**config.mk**
```make
export PLATFORM = sky130hd
export DESIGN_NAME = tpu_activation_loader
export DESIGN_NICKNAME = d
export VERILOG_FILES = /design/src/rtl/tpu_activation_loader.sv
export SDC_FILE = /design/constraint.sdc
export NUM_CORES = 1
export LEC_CHECK = 0
export ABC_AREA = 1
export CAP_MARGIN = 20
export CORE_UTILIZATION = 39
export DETAILED_ROUTE_END_ITERATION = 8
export GPL_TIMING_DRIVEN = 0
export PLACE_DENSITY = 0.76
export SLEW_MARGIN = 20
export SYNTH_ARGS = -nofsm -noshare
export SYNTH_HDL_FRONTEND = slang
export SYNTH_SLANG_ARGS = --single-unit
```
**constraint.sdc**
```tcl
create_clock -name clk -period 2.9 [get_ports clk]
set_clock_uncertainty 0.2 [all_clocks]
set_input_delay 0.58 -clock clk [delete_from_list [all_inputs] [get_ports clk]]
set_output_delay 0.58 -clock clk [all_outputs]
set_load 0.02 [all_outputs]
```
**src/rtl/tpu_activation_loader.sv**
```systemverilog
// ---------------------------------------------------------------------------
// tpu_activation_loader
//   Producer side of the activation buffer's unified write port. Packed beats
//   arriving over a valid/ready stream are assembled into ARRAY_SIZE-wide rows.
//   The rows are written one after another into the shadow bank set. After the
//   final row is written, the block waits for the consumer to go idle. It then
//   pulses swap_banks so that the freshly loaded bank set becomes active.
//
//   Optional feature: define TPU_LOADER_PERF_EN to build the saturating
//   perf_rows / perf_stalls counters. When the macro is undefined, both
//   outputs are tied to zero and no counter flops are built.
//
// Ports
//   clk, rst          clock, synchronous active-high reset
//   cfg_start         start a load (accepted in IDLE only)
//   cfg_rows          number of rows to load, 1..MAX_K (0 flags err)
//   cfg_base_addr     write address of row 0
//   in_valid/in_ready beat handshake; in_data lane i = activation i of beat
//   in_last           marks the final beat of the load
//   consumer_busy     buffer is streaming; holds off the bank swap
//   unified_wr_*      registered row write strobe / address / data
//   swap_banks        one-cycle bank swap pulse
//   busy, done, err   status (done is a one-cycle pulse, err is sticky)
//   perf_rows/stalls  performance counters (feature-gated)
// ---------------------------------------------------------------------------
module tpu_activation_loader #(
    parameter int ARRAY_SIZE = 8,
    parameter int ACT_BITS   = 16,
    parameter int MAX_K      = 256,
    parameter int ADDR_WIDTH = 16,
    parameter int BEAT_ACTS  = 4
) (
    input  logic                           clk,
    input  logic                           rst,
    input  logic                           cfg_start,
    input  logic [$clog2(MAX_K):0]         cfg_rows,
    input  logic [ADDR_WIDTH-1:0]          cfg_base_addr,
    input  logic                           in_valid,
    output logic                           in_ready,
    input  logic [BEAT_ACTS*ACT_BITS-1:0]  in_data,
    input  logic                           in_last,
    input  logic                           consumer_busy,
    output logic                           unified_wr_en,
    output logic [ADDR_WIDTH-1:0]          unified_wr_addr,
    output logic [ARRAY_SIZE*ACT_BITS-1:0] unified_wr_data,
    output logic                           swap_banks,
    output logic                           busy,
    output logic                           done,
    output logic                           err,
    output logic [31:0]                    perf_rows,
    output logic [31:0]                    perf_stalls
);

    localparam int BPR       = ARRAY_SIZE / BEAT_ACTS;
    localparam int BEAT_BITS = BEAT_ACTS * ACT_BITS;
    localparam int ROW_BITS  = ARRAY_SIZE * ACT_BITS;
    localparam int ROW_W     = $clog2(MAX_K) + 1;
    localparam int BEAT_W    = (BPR > 1) ? $clog2(BPR) : 1;

    typedef enum logic [1:0] {
        S_IDLE,
        S_LOAD,
        S_WAIT_SWAP,
        S_DONE
    } state_t;

    state_t                  r_state;
    logic [ROW_W-1:0]        r_rows;
    logic [ROW_W-1:0]        r_row;
    logic [ADDR_WIDTH-1:0]   r_base;
    logic [BEAT_W-1:0]       r_beat;
    logic [ROW_BITS-1:0]     r_acc;
    logic                    r_wr_en;
    logic [ADDR_WIDTH-1:0]   r_wr_addr;
    logic [ROW_BITS-1:0]     r_wr_data;
    logic                    r_err;

    logic                    w_hs;
    logic                    w_row_end;
    logic                    w_final_row;
    logic                    w_final_beat;
    logic                    w_swap;
    logic [ROW_BITS-1:0]     w_row_merged;

    assign w_hs         = in_valid && (r_state == S_LOAD);
    assign w_row_end    = (r_beat == BEAT_W'(BPR - 1));
    assign w_final_row  = (r_row == r_rows - 1'b1);
    assign w_final_beat = w_row_end && w_final_row;

    // The final write occurs in the first WAIT_SWAP cycle. Gating on r_wr_en
    // keeps the swap out of that cycle.
    assign w_swap = (r_state == S_WAIT_SWAP) && !consumer_busy && !r_wr_en;

    // The current beat is placed into its slot of the row being assembled.
    // The last beat's merged row is written directly, without waiting a cycle
    // for the accumulator to update.
    genvar gi;
    generate
        for (gi = 0; gi < BPR; gi++) begin : g_slot
            assign w_row_merged[gi*BEAT_BITS +: BEAT_BITS] =
                (r_beat == BEAT_W'(gi)) ? in_data : r_acc[gi*BEAT_BITS +: BEAT_BITS];
        end
    endgenerate

    always_ff @(posedge clk) begin
        if (rst) begin
            r_state   <= S_IDLE;
            r_rows    <= '0;
            r_row     <= '0;
            r_base    <= '0;
            r_beat    <= '0;
            r_acc     <= '0;
            r_wr_en   <= 1'b0;
            r_wr_addr <= '0;
            r_wr_data <= '0;
            r_err     <= 1'b0;
        end else begin
            r_wr_en <= 1'b0;
            case (r_state)
                S_IDLE: begin
                    if (cfg_start) begin
                        if (cfg_rows == '0) begin
                            r_err   <= 1'b1;
                            r_state <= S_DONE;
                        end else begin
                            r_err   <= 1'b0;
                            r_rows  <= cfg_rows;
                            r_base  <= cfg_base_addr;
                            r_row   <= '0;
                            r_beat  <= '0;
                            r_state <= S_LOAD;
                        end
                    end
                end
                S_LOAD: begin
                    if (w_hs) begin
                        if (in_last && !w_final_beat) begin
                            // Early in_last: drop the beat and the partial row, then abort.
                            r_err   <= 1'b1;
                            r_state <= S_DONE;
                        end else begin
                            r_acc <= w_row_merged;
                            if (w_row_end) begin
                                r_beat    <= '0;
                                r_wr_en   <= 1'b1;
                                r_wr_addr <= r_base + ADDR_WIDTH'(r_row);
                                r_wr_data <= w_row_merged;
                                r_row     <= r_row + 1'b1;
                                if (w_final_row) begin
                                    r_state <= S_WAIT_SWAP;
                                    // A missing in_last is flagged, but the load still completes.
                                    if (!in_last) begin
                                        r_err <= 1'b1;
                                    end
                                end
                            end else begin
                                r_beat <= r_beat + 1'b1;
                            end
                        end
                    end
                end
                S_WAIT_SWAP: begin
                    if (w_swap) begin
                        r_state <= S_DONE;
                    end
                end
                default: begin
                    r_state <= S_IDLE;
                end
            endcase
        end
    end

    assign in_ready        = (r_state == S_LOAD);
    assign busy            = (r_state != S_IDLE);
    assign done            = (r_state == S_DONE);
    assign swap_banks      = w_swap;
    assign err             = r_err;
    assign unified_wr_en   = r_wr_en;
    assign unified_wr_addr = r_wr_addr;
    assign unified_wr_data = r_wr_data;

`ifdef TPU_LOADER_PERF_EN
    logic [31:0] r_perf_rows;
    logic [31:0] r_perf_stalls;
    logic        w_stall;

    assign w_stall = ((r_state == S_LOAD) && !in_valid) ||
                     ((r_state == S_WAIT_SWAP) && consumer_busy);

    always_ff @(posedge clk) begin
        if (rst) begin
            r_perf_rows   <= '0;
            r_perf_stalls <= '0;
        end else begin
            if (r_wr_en && (r_perf_rows != '1)) begin
                r_perf_rows <= r_perf_rows + 1'b1;
            end
            if (w_stall && (r_perf_stalls != '1)) begin
                r_perf_stalls <= r_perf_stalls + 1'b1;
            end
        end
    end

    assign perf_rows   = r_perf_rows;
    assign perf_stalls = r_perf_stalls;
`else
    assign perf_rows   = '0;
    assign perf_stalls = '0;
`endif

endmodule
```
==> results of run 1 <==
[power by group]
| group | internal (mW) | switching [mW] | total (mW) |
|---|---|---|---|
| clock | 2.15 | 1.47 | 3.62 |
| sequential | 3.72 | 0.258 | 3.98 |
| combinational | 1.20 | 1.70 | 2.91 |
[registers in the layout, indices dropped and copies added (netlist names)]
signal,cells
r_base,16
err,1
r_acc,64
r_rows,9
unified_wr_addr,16
unified_wr_data,128
r_row,9
r_state,2
r_beat,1
unified_wr_en,1
[Yosys cell counts]
cell       instances  area [sq um]
xnor2_1            6          52.6
dfxtp_1          247          4940
nor2_1           124           465
a31oi_1            1          6.26
clkbuf_1          39           146
xor2_1            17           149
nand3_1           38           190
inv_2              4          15.0
ha_1              15           188
o2111ai_1          1          8.76
nor3_2             1          10.0
nor3_1             6          30.0
nor3b_1            1          7.51
o31ai_1            2          15.0
inv_1            101           379
nand2_4            2          22.5
mux2i_1           63           631
or2_2              3          18.8
nand2_2            4          25.0
buf_6              1          11.3
nor2_2             3          18.8
nand3_2            2          20.0
nand4_1           13          81.3
o21ai_0           73           365
a21o_1             2          15.0
clkinv_1           1          3.75
conb_1             1          3.75
buf_2             28           140
a21oi_1           99           495
a211oi_1          63           473
nand3b_1           1          7.51
o21ai_1           38           190
nor4_1             1          6.26
nand2_1          134           503
nor2_4             1          11.3
o21a_1             1          7.51
fa_1               1          20.0
buf_1              4          15.0
a2bb2oi_1         63           552
buf_4             78           586
[layout make-up]
class / count / area (sq um) / share of cell area
plain buffers: 150 / 930 / 0.0619
clock buffers: 35 / 766 / 0.0510
clock inverters: 15 / 183 / 0.0122
inverters: 106 / 402 / 0.0267
multi-input cells: 843 / 4850 / 0.323
flip-flops and latches: 247 / 4950 / 0.329
well taps: 372 / 465 / 0.0310
repair buffers: 248 / 2470 / 0.165
[layer usage]
metal | vias up | wire length (microns) | share of wire | global-route usage
met1 | 4463 | 14300 | 0.45 | 0.293
met3 | 47 | 2050 | 0.064 | 0.0404
met5 | - | 21 | 0.00066 | 0
li1 | 4905 | - | - | -
met2 | 324 | 14700 | 0.46 | 0.367
met4 | 2 | 692 | 0.022 | 0.0565
[final timing paths]
kind / from / to / depth (start not counted)
setup / recovery: r_rows[0] / unified_wr_data[33] / 18
hold reg to reg: unified_wr_data[88] / unified_wr_data[88] / 2
setup reg to reg: r_rows[0] / unified_wr_data[33] / 18
hold / removal: unified_wr_data[88] / unified_wr_data[88] / 2
[stage by stage]
stage | total power [mW] | hold WS [ns]
2_1_floorplan | 6.01 | 0.255
3_3_place_gp | 6.83 | 0.232
3_5_place_dp | 6.88 | 0.237
4_1_cts | 10.5 | 0.245
5_1_grt | 11.0 | 0.258
6_report | 10.5 | 0.243
[cell families (layout without fill, tap and decap cells)]
logic type | Yosys count | after routing | share of synthesized area
muxes | 63 | 63 | 0.0582
xor gates and xnor gates | 23 | 23 | 0.0186
and+or+nand+nor | 334 | 334 | 0.131
adders and majority gates | 16 | 16 | 0.0192
AOI/OAI and AO/OA | 343 | 343 | 0.197
DFF | 247 | 247 | 0.457
other | 1 | 64 | 0.000346
buffers and inverters | 256 | 554 | 0.120
[worst max-delay path, cell delays in order (launching register included)]
cell	delay [ns]
dfxtp_2	0.36
inv_1	0.08
ha_1	0.23
nand2_2	0.14
inv_2	0.05
nand3_1	0.08
nor2_1	0.05
nor2_1	0.09
nand2_1	0.09
nor2_4	0.13
nand3_2	0.11
nand2_2	0.11
nand2_2	0.09
inv_2	0.09
nand2_4	0.13
buf_6	0.20
nand2_8	0.12
buf_6	0.18
a2bb2oi_1	0.07
[repair_timing]
action / in CTS / in global routing
pin swaps: 1 / 0
setup endpoints to repair: 21 / 178
buffers inserted: 4 / 0
hold buffers: 0 / 0
gates resized for setup: 1 / 22
[placed cells by master (no fill, tap or decap), types with 6 or more instances in the layout]
master	netlist	layout
o21ai_0	73	72
buf_4	78	76
a2bb2oi_1	63	63
buf_6	1	8
mux2i_1	63	63
clkbuf_16	0	27
clkbuf_1	39	39
nor3_1	6	6
ha_1	15	15
a21oi_1	99	99
conb_1	1	64
xnor2_1	6	6
inv_1	101	101
buf_2	28	28
xor2_1	17	17
dfxtp_1	247	246
clkbuf_8	0	6
nand3_1	38	38
o21ai_1	38	38
clkinv_2	0	6
nand2_1	134	134
a211oi_1	63	63
clkdlybuf4s50_1	0	243
nand4_1	13	13
nor2_1	124	123
==> results.toml, run 1 <==
[clock_tree]
ctsHtreeMaxLevel = 1
clock-sinks = 247
cts_max_path_buffers = 3
clock-root-buffer = "clkbuf_16"
cts_tree = "built"
cts_buffers = 27
clkTransAtPathRegs_ns = 0.06
clk_latency_ns = 0.55

[drt]
first_pass_iters = 5
remaining_drc_errors = 0
drtIter0Drc = 578
via_per_inst = 4.83
wl_microns = 31700
post_drt_wl_per_cell_microns = 15.7
drt.antenna.violating_nets = 0
vias = 9741

[placement]
dp_hpwl_microns = 23300
io_buffers = 244
post-place-cells = 1962
place_ws_ns = -0.143
placed_area_sq_um = 14000
gp_congestion = 0.897

[timing]
slew_headroom = 0.336
slew_violations = 0
finalHoldViolCount = 0
fin_tns_setup_ns = 0
worst_pin_slew_ns = 0.997
finalWorstSetupSlack_ns = 0.174
finalSetupViolations = 0
max_freq_mhz = 367
period_share = 0.940
fin_crit_ns = 2.73

[pwr]
ir_drop_mv = 0.480
power_density_nw_per_um2 = 699
p_leak_nw = 5.72

[layout]
antennaDiodeCount = 0
utilization = 0.554
fin_area_sq_um = 15000
layout.cells.non_filler = 2016
layout-drive-gt1-share = 0.113
syn2layout_area_growth_pct = 38.7
layout.nets = 1734
fillers = 2451

[global_routing]
grt_max_degree = 15
antenna_found_initial = 0
grt_pass1_wl_microns = 49600
grt_pass1_vias = 9013
grt_usage = 0.220
overflow = 0

[logic_synthesis]
ys_warn_count = 0
syn_avg_cell_area_sq_um = 8.44
synth-seq-cells = 247
synth_cells = 1283
ys_types = 40
ys_seq_area_frac = 0.457
synth_area_sq_um = 10800

[floorplan]
coreArea_sq_um = 27100
rows = 60
dieWidth_microns = 169
die_h_microns = 169
dieArea_sq_um = 28400
ios = 309
initial_core_util = 0.400

[worst_setup_path]
crit_fanout = 10
start_kind = "register"
worst_ep_required_time_ns = 3.12
end_kind = "register"
crit_arrival_ns = 2.95
critical_path_class = "reg -> reg"
r2r_slack_ns = 0.17

[worst_hold_path]
hold_path_class = "reg -> reg"

[job]
maxCapViolCount = 0

[run_status]
run_status = "finished clean"
Note: power is estimated with default switching activity, not from simulation.
==> inputs of run 2 (changes only) <==
--- a/config.mk
+++ b/config.mk
@@ -7,11 +7,10 @@
 export LEC_CHECK = 0
 export ABC_AREA = 1
 export CAP_MARGIN = 20
-export CORE_UTILIZATION = 39
+export CORE_UTILIZATION = 31
 export DETAILED_ROUTE_END_ITERATION = 8
 export GPL_TIMING_DRIVEN = 0
-export PLACE_DENSITY = 0.76
-export SLEW_MARGIN = 20
+export PLACE_DENSITY = 0.64
 export SYNTH_ARGS = -nofsm -noshare
 export SYNTH_HDL_FRONTEND = slang
 export SYNTH_SLANG_ARGS = --single-unit
==> results.toml, run 2 (synthesis gave the netlist of run 1 again) <==
[clock_tree]
ctsHoldBuffers = 0
cts_max_path_buffers = 3
cts_buffers = 28
clock-sinks = 247
ctsHtreeMaxLevel = 1
clock-root-buffer = "clkbuf_16"
cts_tree = "built"
clkTransAtPathRegs_ns = 0.06
clk_latency_ns = 0.54

[worst_setup_path]
reg2reg_to = "unified_wr_data[7]"
crit_path_start = "r_rows[0]"
end_kind = "register"
r2r_slack_ns = 0.16
worst_ep_required_time_ns = 3.12
r2r.worst_path.cells = 17
start_kind = "register"
crit_arrival_ns = 2.96
critical_path_class = "reg -> reg"
endpoint = "unified_wr_data[7]"
crit_fanout = 10
r2r_start = "r_rows[0]"

[global_routing]
overflow = 0
grt_pass1_wl_microns = 51200
antenna_found_initial = 1
grt_pass1_vias = 9178
grt_max_degree = 15
grt_usage = 0.182

[layout]
most-common-layout-cells = "246 x dfxtp_1, 243 x clkdlybuf4s50_1, 134 x nand2_1, 123 x nor2_1, 101 x inv_1"
layout.nets = 1733
layout-drive-gt1-share = 0.109
utilization = 0.438
syn2layout_area_growth_pct = 39.3
final_common_cell = "dfxtp_1"
fin_area_sq_um = 15100
layout.cells.non_filler = 2097
fillers = 3420
largest_register_ffs = 128

[floorplan]
ios = 309
dieArea_sq_um = 35700
coreArea_sq_um = 34500
initial_core_util = 0.314
die_h_microns = 189
rows = 68
dieWidth_microns = 189

[pwr]
power_density_nw_per_um2 = 684
power.total_mw = 10.3
ir_drop_mv = 0.392
p_leak_nw = 5.68

[drt]
wl_met3_microns = 2130
wl_microns = 33400
met2_length_microns = 15100
drt.antenna.violating_nets = 0
first_pass_iters = 5
via_per_inst = 4.64
post_drt_wl_per_cell_microns = 15.9
dr.max_layer_used = "met4"
met1Wirelength_microns = 15300
drtIter0Drc = 379
vias = 9724
remaining_drc_errors = 0

[placement]
gp_congestion = 0.846
placed_area_sq_um = 14100
io_buffers = 244
post-place-cells = 2045
dp_hpwl_microns = 24600

[timing]
fin_crit_ns = 2.74
max_freq_mhz = 365
finalSetupViolations = 0
worst_pin_slew_ns = 1.09
slew_headroom = 0.274
slew_violations = 0
rsz0062_at_grt = "no"
finalHoldViolCount = 0
period_share = 0.944
whs_ns = 0.243

[run_status]
run_status = "finished clean"

[job]
maxCapViolCount = 0

[worst_hold_path]
hold_path_class = "reg -> reg"
## run 2: worst min-delay path by stage
stage,from,to,slack [ns],cells past startpoint
after floorplan,r_rows[6],r_rows[6],0.26,2
after global placement,unified_wr_data[101],unified_wr_data[101],0.23,2
after detailed placement,unified_wr_data[89],unified_wr_data[89],0.24,2
after CTS,unified_wr_data[89],unified_wr_data[89],0.24,2
after global routing,unified_wr_data[77],unified_wr_data[77],0.26,2
final,unified_wr_data[89],unified_wr_data[89],0.24,2
## run 2: layout make-up
| cell class | count | area (sq um) | share of cell area |
|---|---|---|---|
| clock buffer | 43 | 857 | 0.0568 |
| multi-input combinational | 843 | 4860 | 0.322 |
| timing repair buffer | 246 | 2460 | 0.163 |
| clock inverter | 5 | 42.5 | 0.00282 |
| buffer | 150 | 950 | 0.0629 |
| tap | 455 | 569 | 0.0377 |
| antenna | 2 | 5.00 | 0.000332 |
| inverter | 106 | 400 | 0.0265 |
| sequential | 247 | 4950 | 0.328 |
## run 2: timing repair
action | in CTS | in global routing
buffers inserted | 2 | 0
pin swaps | 1 | 0
endpoints found under the setup margin | 4 | 193
resized for setup | 1 | 28
## run 2: worst max-delay path: stages (launching register included)
cell	delay, ns
dfxtp_2	0.33
inv_1	0.09
ha_1	0.20
nand2_2	0.12
nor2_1	0.15
nand2_1	0.07
nand2_1	0.06
nand3_1	0.11
nor2_4	0.17
nand3_2	0.11
nand2_2	0.11
nand2_2	0.10
inv_4	0.11
nand2_8	0.10
buf_6	0.18
nand2_8	0.13
buf_6	0.18
a2bb2oi_1	0.07
## run 2: stage by stage
stage	setup TNS [ns]	worst slack, ns
3_3_place_gp	-2.36	-0.189
3_5_place_dp	-4.04	-0.228
4_1_cts	0	0.00265
2_1_floorplan	0	0.436
5_1_grt	0	0.00135
6_report	0	0.163
## run 2: routing by layer
| metal | global-route usage | vias up |
|---|---|---|
| li1 | - | 4923 |
| met1 | 0.241 | 4474 |
| met2 | 0.302 | 285 |
| met3 | 0.0306 | 42 |
| met4 | 0.0518 | 0 |
| met5 | 0 | - |
## run 2: power breakdown
| part | total, mW | switching, mW | internal (mW) |
|---|---|---|---|
| sequential | 3.97 | 0.256 | 3.72 |
| clock | 3.43 | 1.41 | 2.02 |
| combinational | 2.91 | 1.71 | 1.20 |
